### src/rtl/vga_capture_rx.sv
// Receive side of the VGA link: recovers pixel coordinates from HSYNC/VSYNC,
// locks to the expected mode and emits registered pixel write strobes.
module vga_capture_rx #(
  parameter int H_ACTIVE    = 800,
  parameter int H_BP        = 64,
  parameter int H_TOTAL     = 1040,
  parameter int V_ACTIVE    = 600,
  parameter int V_BP        = 23,
  parameter int V_TOTAL     = 666,
  parameter bit HSYNC_POL   = 1'b1,
  parameter bit VSYNC_POL   = 1'b1,
  parameter int LOCK_FRAMES = 2,
  parameter int DATA_W      = 8
) (
  input  logic              pix_clk,
  input  logic              rst_in_n,
  input  logic              hsync_in,
  input  logic              vsync_in,
  input  logic [DATA_W-1:0] pixel_in,
  output logic              wr_en,
  output logic [11:0]       wr_x,
  output logic [11:0]       wr_y,
  output logic [DATA_W-1:0] wr_data,
  output logic              frame_start,
  output logic              locked,
  output logic              err,
  output logic [11:0]       line_len
);

  localparam int CW = 12;
  localparam logic [CW-1:0] CMAX  = {CW{1'b1}};
  localparam logic [CW-1:0] HV_LO = 12'(H_BP);
  localparam logic [CW-1:0] HV_HI = 12'(H_BP + H_ACTIVE);
  localparam logic [CW-1:0] VV_LO = 12'(V_BP);
  localparam logic [CW-1:0] VV_HI = 12'(V_BP + V_ACTIVE);
  localparam logic [CW:0]   HTOT  = 13'(H_TOTAL);
  localparam logic [CW-1:0] VTOT  = 12'(V_TOTAL);
  localparam int GW = (LOCK_FRAMES < 2) ? 1 : $clog2(LOCK_FRAMES + 1);
  localparam logic [GW-1:0] GOOD_LAST = GW'(LOCK_FRAMES - 1);

  typedef enum logic [1:0] {ST_SEARCH, ST_TRACK, ST_LOCKED} state_t;

  // Counters saturate instead of wrapping so a lost sync never re-enters the visible window.
  function automatic logic [CW-1:0] sat_inc(input logic [CW-1:0] v);
    return (v == CMAX) ? CMAX : v + 12'd1;
  endfunction

  logic              hs_p0, vs_p0, hs_p1, vs_p1;
  logic [DATA_W-1:0] pix_p0;
  logic              hs_fall, vs_fall;
  logic [CW-1:0]     hcnt, vline, hf_cnt;
  logic [CW-1:0]     hpos, vpos, hf_total;
  logic              armed, bad_seen, line_bad, frame_good, vld_p0;
  state_t            state, state_nxt;
  logic [GW-1:0]     good_cnt, good_nxt;
  logic              err_nxt, fs_nxt;

  // ---- stage 0: input registers, syncs normalised to 1 = asserted
  always_ff @(posedge pix_clk or negedge rst_in_n) begin
    if (!rst_in_n) begin
      hs_p0 <= 1'b0;
      vs_p0 <= 1'b0;
      hs_p1 <= 1'b0;
      vs_p1 <= 1'b0;
    end else begin
      hs_p0 <= (hsync_in == HSYNC_POL);
      vs_p0 <= (vsync_in == VSYNC_POL);
      hs_p1 <= hs_p0;
      vs_p1 <= vs_p0;
    end
  end

  always_ff @(posedge pix_clk) begin
    pix_p0 <= pixel_in;
  end

  assign hs_fall  = hs_p1 & ~hs_p0;
  assign vs_fall  = vs_p1 & ~vs_p0;
  assign hpos     = hs_fall ? '0 : sat_inc(hcnt);
  assign vpos     = vs_fall ? '0 : (hs_fall ? sat_inc(vline) : vline);
  assign hf_total = hs_fall ? sat_inc(hf_cnt) : hf_cnt;
  assign line_bad = hs_fall && armed && (({1'b0, hcnt} + 13'd1) != HTOT);
  // A bad line ending on the vs_fall cycle still belongs to the frame being judged.
  assign frame_good = !bad_seen && !line_bad && (hf_total == VTOT);
  assign vld_p0 = (hpos >= HV_LO) && (hpos < HV_HI) && (vpos >= VV_LO) && (vpos < VV_HI)
                  && (state == ST_LOCKED);
  assign locked = (state == ST_LOCKED);

  always_ff @(posedge pix_clk or negedge rst_in_n) begin
    if (!rst_in_n) begin
      hcnt     <= '0;
      vline    <= '0;
      hf_cnt   <= '0;
      armed    <= 1'b0;
      bad_seen <= 1'b0;
      line_len <= '0;
      state    <= ST_SEARCH;
      good_cnt <= '0;
    end else begin
      hcnt     <= hpos;
      vline    <= vpos;
      hf_cnt   <= vs_fall ? '0 : hf_total;
      state    <= state_nxt;
      good_cnt <= good_nxt;
      if (hs_fall) begin
        armed    <= 1'b1;
        line_len <= sat_inc(hcnt);
      end
      if (vs_fall)       bad_seen <= 1'b0;
      else if (line_bad) bad_seen <= 1'b1;
    end
  end

  always_comb begin
    state_nxt = state;
    good_nxt  = good_cnt;
    err_nxt   = 1'b0;
    fs_nxt    = 1'b0;
    case (state)
      ST_SEARCH: begin
        if (vs_fall) begin
          state_nxt = ST_TRACK;
          good_nxt  = '0;
        end
      end
      ST_TRACK: begin
        if (vs_fall) begin
          if (!frame_good) begin
            good_nxt = '0;
          end else if (good_cnt == GOOD_LAST) begin
            state_nxt = ST_LOCKED;
            good_nxt  = '0;
            fs_nxt    = 1'b1;
          end else begin
            good_nxt = good_cnt + GW'(1);
          end
        end
      end
      ST_LOCKED: begin
        fs_nxt = vs_fall;
        if (line_bad || (vs_fall && !frame_good)) begin
          state_nxt = ST_TRACK;
          good_nxt  = '0;
          err_nxt   = 1'b1;
        end
      end
      default: begin
        state_nxt = ST_SEARCH;
        good_nxt  = '0;
      end
    endcase
  end

  // ---- stage 1: registered write port and status pulses
  always_ff @(posedge pix_clk or negedge rst_in_n) begin
    if (!rst_in_n) begin
      wr_en       <= 1'b0;
      wr_x        <= '0;
      wr_y        <= '0;
      wr_data     <= '0;
      frame_start <= 1'b0;
      err         <= 1'b0;
    end else begin
      wr_en       <= vld_p0;
      frame_start <= fs_nxt;
      err         <= err_nxt;
      if (vld_p0) begin
        wr_x    <= hpos - HV_LO;
        wr_y    <= vpos - VV_LO;
        wr_data <= pix_p0;
      end
    end
  end

endmodule

### config.mk
export PLATFORM = sky130hd
export DESIGN_NAME = vga_capture_rx
export DESIGN_NICKNAME = d
export VERILOG_FILES = /design/src/rtl/vga_capture_rx.sv
export SDC_FILE = /design/constraint.sdc
export NUM_CORES = 1
export LEC_CHECK = 0
export BUFFER_PORTS_ARGS = -buffer_cell sky130_fd_sc_hd__buf_2
export CELL_PAD_IN_SITES_DETAIL_PLACEMENT = 0
export CELL_PAD_IN_SITES_GLOBAL_PLACEMENT = 1
export CORE_UTILIZATION = 45
export CTS_BUF_LIST = sky130_fd_sc_hd__clkbuf_8
export CTS_CLUSTER_SIZE = 24
export DETAILED_ROUTE_END_ITERATION = 12
export PLACE_DENSITY_LB_ADDON = 0.1
export SYNTH_ARGS = -nofsm -noshare
export SYNTH_HDL_FRONTEND = slang
export SYNTH_SLANG_ARGS = --single-unit
export TNS_END_PERCENT = 20
### constraint.sdc
create_clock -name pix_clk -period 4.1 [get_ports pix_clk]
set_input_delay 0.615 -clock pix_clk [delete_from_list [all_inputs] [get_ports pix_clk]]
set_output_delay 0.615 -clock pix_clk [all_outputs]
set_load 0.05 [all_outputs]
== After elaboration in Yosys (flattened, before gate mapping) ==
Index checks and enable logic that the tools add are counted.
Word-level totals
  word-level logic and storage cells: 92
  input bits: 12
  register bits: 101
  output and inout bits: 48
Cells by class
  eq/ne operators: 13
  reductions and logical operators: 17
  order comparisons: 4
  multiplexer cells: 28
  add/subtract/negate cells: 7
  bitwise logic cells: 4
Operators by type and width (count)
  $mux W12: 8
  $add A12 B1 Y12 const B: 3
  $eq A12 B12 Y1 const B: 3
  $lt A12 B10 Y1 const B: 2
  $mux W2: 10
  $add A12 B1 Y13 const B: 1
  $ne A13 B11 Y1 const B: 1
  $eq A12 B10 Y1 const B: 1
  $ge A12 B5 Y1 const B: 1
  $ge A12 B7 Y1 const B: 1
  $pmux W2 S3: 2
  $sub A12 B5 Y12 const B: 1
  $sub A12 B7 Y12 const B: 1
  $logic_and A1 B1 Y1: 9
  $ne A2 B2 Y1 const B: 4
  $mux W1: 7
  $reduce_and A5 Y1: 1
  $eq A2 B1 Y1 const B: 2
  $logic_not A1 Y1: 3
  $reduce_and A3 Y1: 1
  $add A2 B1 Y2 const B: 1
  $and A1 B1 Y1: 2
  $eq A2 B2 Y1 const B: 1
  $logic_not A2 Y1: 1
  5 further kinds: 6

== Longest topological paths before layout ==
  depth in word-level cells: 12
  depth in mapped cells: 14
  depth with buffers taken out: 12

== Worst setup path after synthesis ==
OpenSTA, ideal clock, no wires.
  path type: reg2reg
  start point: register hcnt[0]
  end point: register wr_data[0]
  setup time: 0.125 ns
  setup slack: 0.938 ns
  stages on the path, launching flop included: 15
  data required time: 3.975 ns
  period minus slack after synthesis: 3.162 ns
  path buffers: 2
  arrival: 3.037 ns
  cells stage by stage: dfrtp_1 ha_1 nand2_2 nor4_1 nor3_1 or2_2 clkbuf_1 inv_1 ha_1 inv_1 o21ai_0 a22oi_2 nand4b_4 buf_6 mux2_4
On the way
  longest elaborated chain between the ends: 8
  elaborated cells on any way between the ends: 10
  classes of those cells: add/sub (1); order compare (2); eq/ne (1); mux (2); reduce/logical (4)
Ends and longest elaborated chain
  start: declaration: RTL line 51  | logic [CW-1:0] hcnt, vline, hf_cnt;
  start signal: assignment: RTL line 100  | hcnt <= hpos;
  $add A12 B1 Y12 / $eq A12 B12 Y1 (equally long branches): RTL line 45  | return (v == CMAX) ? CMAX : v + 12'd1;
  $mux W12 *: RTL line 45
  $mux W12 *: RTL line 79  | assign hpos = hs_fall ? '0 : sat_inc(hcnt);
  net hpos[6]: RTL line 52  | logic [CW-1:0] hpos, vpos, hf_total;
  $ge A12 B7 Y1 / $lt A12 B10 Y1 (equally long branches): RTL line 85  | assign vld_p0 = (hpos >= HV_LO) && (hpos < HV_HI) && (vpos >= VV_LO) && (vpos < VV_HI)
  $logic_and A1 B1 Y1 * (3 in series): RTL line 85
  $logic_and A1 B1 Y1 *: RTL line 86  | && (state == ST_LOCKED);
  end signal: assignment: RTL line 170  | wr_data <= pix_p0;
  end: declaration: RTL line 23  | output logic [DATA_W-1:0] wr_data,
The timed path passes the listed nets; every way through them passes the cells marked *.
A chain may end at the register's enable or synchronous reset.

== Worst setup path in the final report ==
  start point: register vline[3]
  end point: register wr_x[6]
On the way
  longest elaborated chain between the ends: 8
  elaborated cells on any way between the ends: 10
  classes of those cells: add/sub (1); order compare (2); eq/ne (1); mux (3); reduce/logical (3)
Ends and longest elaborated chain
  start: declaration: RTL line 51
  start signal: assignment: RTL line 101  | vline <= vpos;
  $eq A12 B12 Y1 *: RTL line 45
  $mux W12 *: RTL line 45
  $mux W12 * (2 in series): RTL line 80  | assign vpos = vs_fall ? '0 : (hs_fall ? sat_inc(vline) : vline);
  net vpos[0]: RTL line 52
  $ge A12 B5 Y1: RTL line 85
  $logic_and A1 B1 Y1: RTL line 85
  $logic_and A1 B1 Y1 *: RTL line 85
  $logic_and A1 B1 Y1 *: RTL line 86
  end signal: assignment: RTL line 168  | wr_x <= hpos - HV_LO;
  end: declaration: RTL line 21  | output logic [11:0] wr_x,
Marked as above.

==> impl_metrics.tcl <==
set metrics [dict create \
    report.final.slew_viol_count 0 \
    clk_latency_ns 0.39 \
    r2r_start "vline[3]$_DFF_PN0_" \
    grt_pass1_wl_um 20000 \
    rrSetupSlack_ns 0.45 \
    layout_commonest_cell "dfrtp_1" \
    worstSetupEndpointType "flop" \
    drive_above_1_share_pct 23.6 \
    cts_made_buffers 9 \
    design_area_um2 5910 \
    place.gp.congestion 0.895 \
    leakage_nw 2.87 \
    p_per_area_nw_per_um2 345 \
    die_w_um 111 \
    antenna_cells 0 \
    grt-ovfl-total 0 \
    dr.first_iter.drc_count 186 \
    r2r_end "wr_x[6]$_DFFE_PN0P_" \
    dpl_cell_area_um2 5720 \
    syn_inst 505 \
    n_fill_cell 1039 \
    final_cell_mix "dfrtp_1 (93), buf_2 (58), nor2_1 (32)" \
    worstMarginPinSlew_ns 0.762 \
    tns_ns 0 \
    numPortBuffers 59 \
    peakVddDrop_v 0.000353 \
    fin_hold_ws_ns 0.284 \
    period_needed_ns 3.65 \
    wirelength_um 11800 \
    worstSetupPathType "flop to flop" \
    dr.pass1.iters 5 \
    yosysTopAreaCell "dfrtp_1" \
    cts_buffer_depth 2 \
    post-route-util_pct 51.6 \
    synth_seq_cells 101 \
    ys_seq_area_share_pct 46.8 \
    synth_nets 527 \
    critPathRequiredTime_ns 4.38 \
    dieArea_um2 12200 \
    hp-class "input pin to async pin" \
    worstSetupStartpointType "flop" \
    cts.repair.resized 0 \
    syn_area_um2 5310 \
    ctsRootBufferMaster "clkbuf_8" \
    synth_edf_count 0 \
    cts.clk_slew.worst_paths_ns 0.10 \
    maxCapViolations 0 \
    synth_area_leaders "dfrtp_1 (44%), mux2_4 (7.4%), dfxtp_1 (3.0%)" \
    wl_per_cell_um 16.7 \
    max_freq_mhz 274 \
    grt_antenna_before_repair 0 \
    reg2regPathDepth 11 \
    syn_area_per_cell_um2 10.5 \
    top_usage_layer "met2" \
    grt_max_degree 62 \
    finalSetupViolCount 0 \
    path_max_fanout 17 \
    fin_crit_sh_pct 89.0 \
    slew_headroom_pct 49.2 \
    worstPathArrival_ns 3.94 \
    final-hold-violation-count 0 \
    critPathMaxStageDelay_ns 0.53 \
    flow.area_growth_from_synthesis_pct 11.4 \
    dominantRegCellSynth "dfrtp_1" \
    num_io_pins 60 \
    crit_chain "and4_1 > nand3_1 > or3_1 > a31oi_1 > ha_1 > nand2_1 > a21oi_1 > nor3b_1 > nand4b_4 > buf_12 > mux2_4" \
    rows 39 \
    gr-usage-met1_pct 29.2 \
    synth.top_cell.area_share_pct 43.8 \
    slowest_stage "dfrtp_1" \
    detailed_place_hpwl_um 8290 \
    status "finished, final reports clean" \
    drt.antenna.violating_nets 0 \
    grt_use_total_pct 20.4 \
    initial_core_util_pct 46.3 \
    cts_hold_buf 0 \
    die_h_um 111 \
    htree_levels 3 \
    coreArea_um2 11500 \
    drc_errors 0 \
    synthArstFlopShare_pct 92.1 \
    use_met2_pct 29.6 \
    cts.sink_count 101 \
    yosysWarnings 0 \
    post-cts-setup-buffers 0 \
    via_per_inst 5.69 \
    first_global_vias 3933 \
    cts_tree "yes" \
    ys_types 76 \
    rsz0062_at_grt "no" \
    num_vias 4020 \
    finClkSkew_ns 0.0161 \
    met3_usage_pct 4.72 \
    fin_nets 580 \
]
==> routing by layer <==
layer | vias up | share of wire [%] | wire [um]
met5 | - | 0 | 0
met1 | 1932 | 50 | 5930
met3 | 17 | 4.5 | 528
met2 | 104 | 43 | 5070
met4 | 0 | 2.1 | 252
li1 | 1967 | - | -
==> Yosys cell counts (3+ instances only) <==
cell and number:
o31ai_1 4, nor3_1 18, or2_2 4, a211oi_1 6, and4b_1 3, nand3_1 17, o211ai_1 5, mux2_2 4
a21o_1 3, o21ai_0 30, mux2_4 26, xor2_1 7, xnor2_1 13, o211a_1 3, nand2_1 31, inv_1 22
nand3b_1 4, dfrtp_1 93, and2_1 6, a21oi_1 14, buf_4 3, ha_1 10, buf_2 11, clkbuf_1 7
buf_6 3, or3_1 6, mux2i_1 7, and3_1 6, o21a_1 4, nand4_1 10, nand4b_1 4, a31oi_1 11
nand2b_1 5, nor3b_1 4, dfxtp_1 8, nor2_1 32, nor4_1 8, nor2b_1 5
==> worst max path at each step <==
stage               slack, ns                      to               start  cells past startpoint
finish                   0.45     wr_x[6]$_DFFE_PN0P_  vline[3]$_DFF_PN0_                     11
global route             0.21     wr_x[6]$_DFFE_PN0P_  vline[5]$_DFF_PN0_                     11
CTS                      0.42  wr_data[1]$_DFFE_PN0P_  vline[3]$_DFF_PN0_                     11
detailed placement       0.45  wr_data[1]$_DFFE_PN0P_  vline[5]$_DFF_PN0_                     11
global placement         0.53     wr_x[0]$_DFFE_PN0P_  vline[4]$_DFF_PN0_                     11
floorplan                0.94  wr_data[0]$_DFFE_PN0P_   hcnt[0]$_DFF_PN0_                     14
==> cell families after synthesis <==
logic type | Yosys count | synth area share [%]
buffers and inverters | 49 | 4.38
and+or+nand+nor | 178 | 19.1
adders and majority gates | 10 | 2.36
xor gates and xnor gates | 20 | 3.30
DFF | 101 | 46.8
AOI/OAI and AO/OA | 109 | 14.3
muxes | 38 | 9.73
==> cell type report <==
class | instances | area (um2) | share of cell area (%)
repair buffers | 69 | 385 | 6.52
clock inverters | 6 | 52.6 | 0.889
clock buffers | 10 | 138 | 2.33
inverters | 22 | 82.6 | 1.40
well taps | 143 | 179 | 3.03
multi-input cells | 355 | 2590 | 43.8
flip-flops and latches | 101 | 2490 | 42.1
==> state kept, by name, indices dropped and copies added (netlist names), 8 cells and up <==
register	cells
wr_y	12
wr_x	12
line_len	12
hf_cnt	12
pix_p0	8
hcnt	12
wr_data	8
vline	12
==> per-stage QoR <==
stage                     power (mW)  instances  setup slack [ns]
final                           2.04        706             0.449
after global routing            2.15        706             0.213
after CTS                       2.07        706             0.423
after detailed placement        1.43        690             0.451
after global placement          1.42        690             0.529
after floorplan                 1.33        505             0.938
==> critical path: cells and delay by family (launching register included) <==
family,cells,cell delay (ns)
AO/OA/AOI/OAI,2,0.61
adder cells (fa/ha/maj),1,0.27
buffers and inverters,1,0.32
flip-flops,1,0.53
multiplexers,1,0.30
AND/OR/NAND/NOR,6,1.50
==> report_power, final <==
part	total, mW	switching [mW]	internal (mW)
clock network	0.636	0.387	0.249
registers	1.10	0.0561	1.04
logic	0.304	0.203	0.101
total	2.04	0.646	1.39
Note: power is estimated with default switching activity, not from simulation.
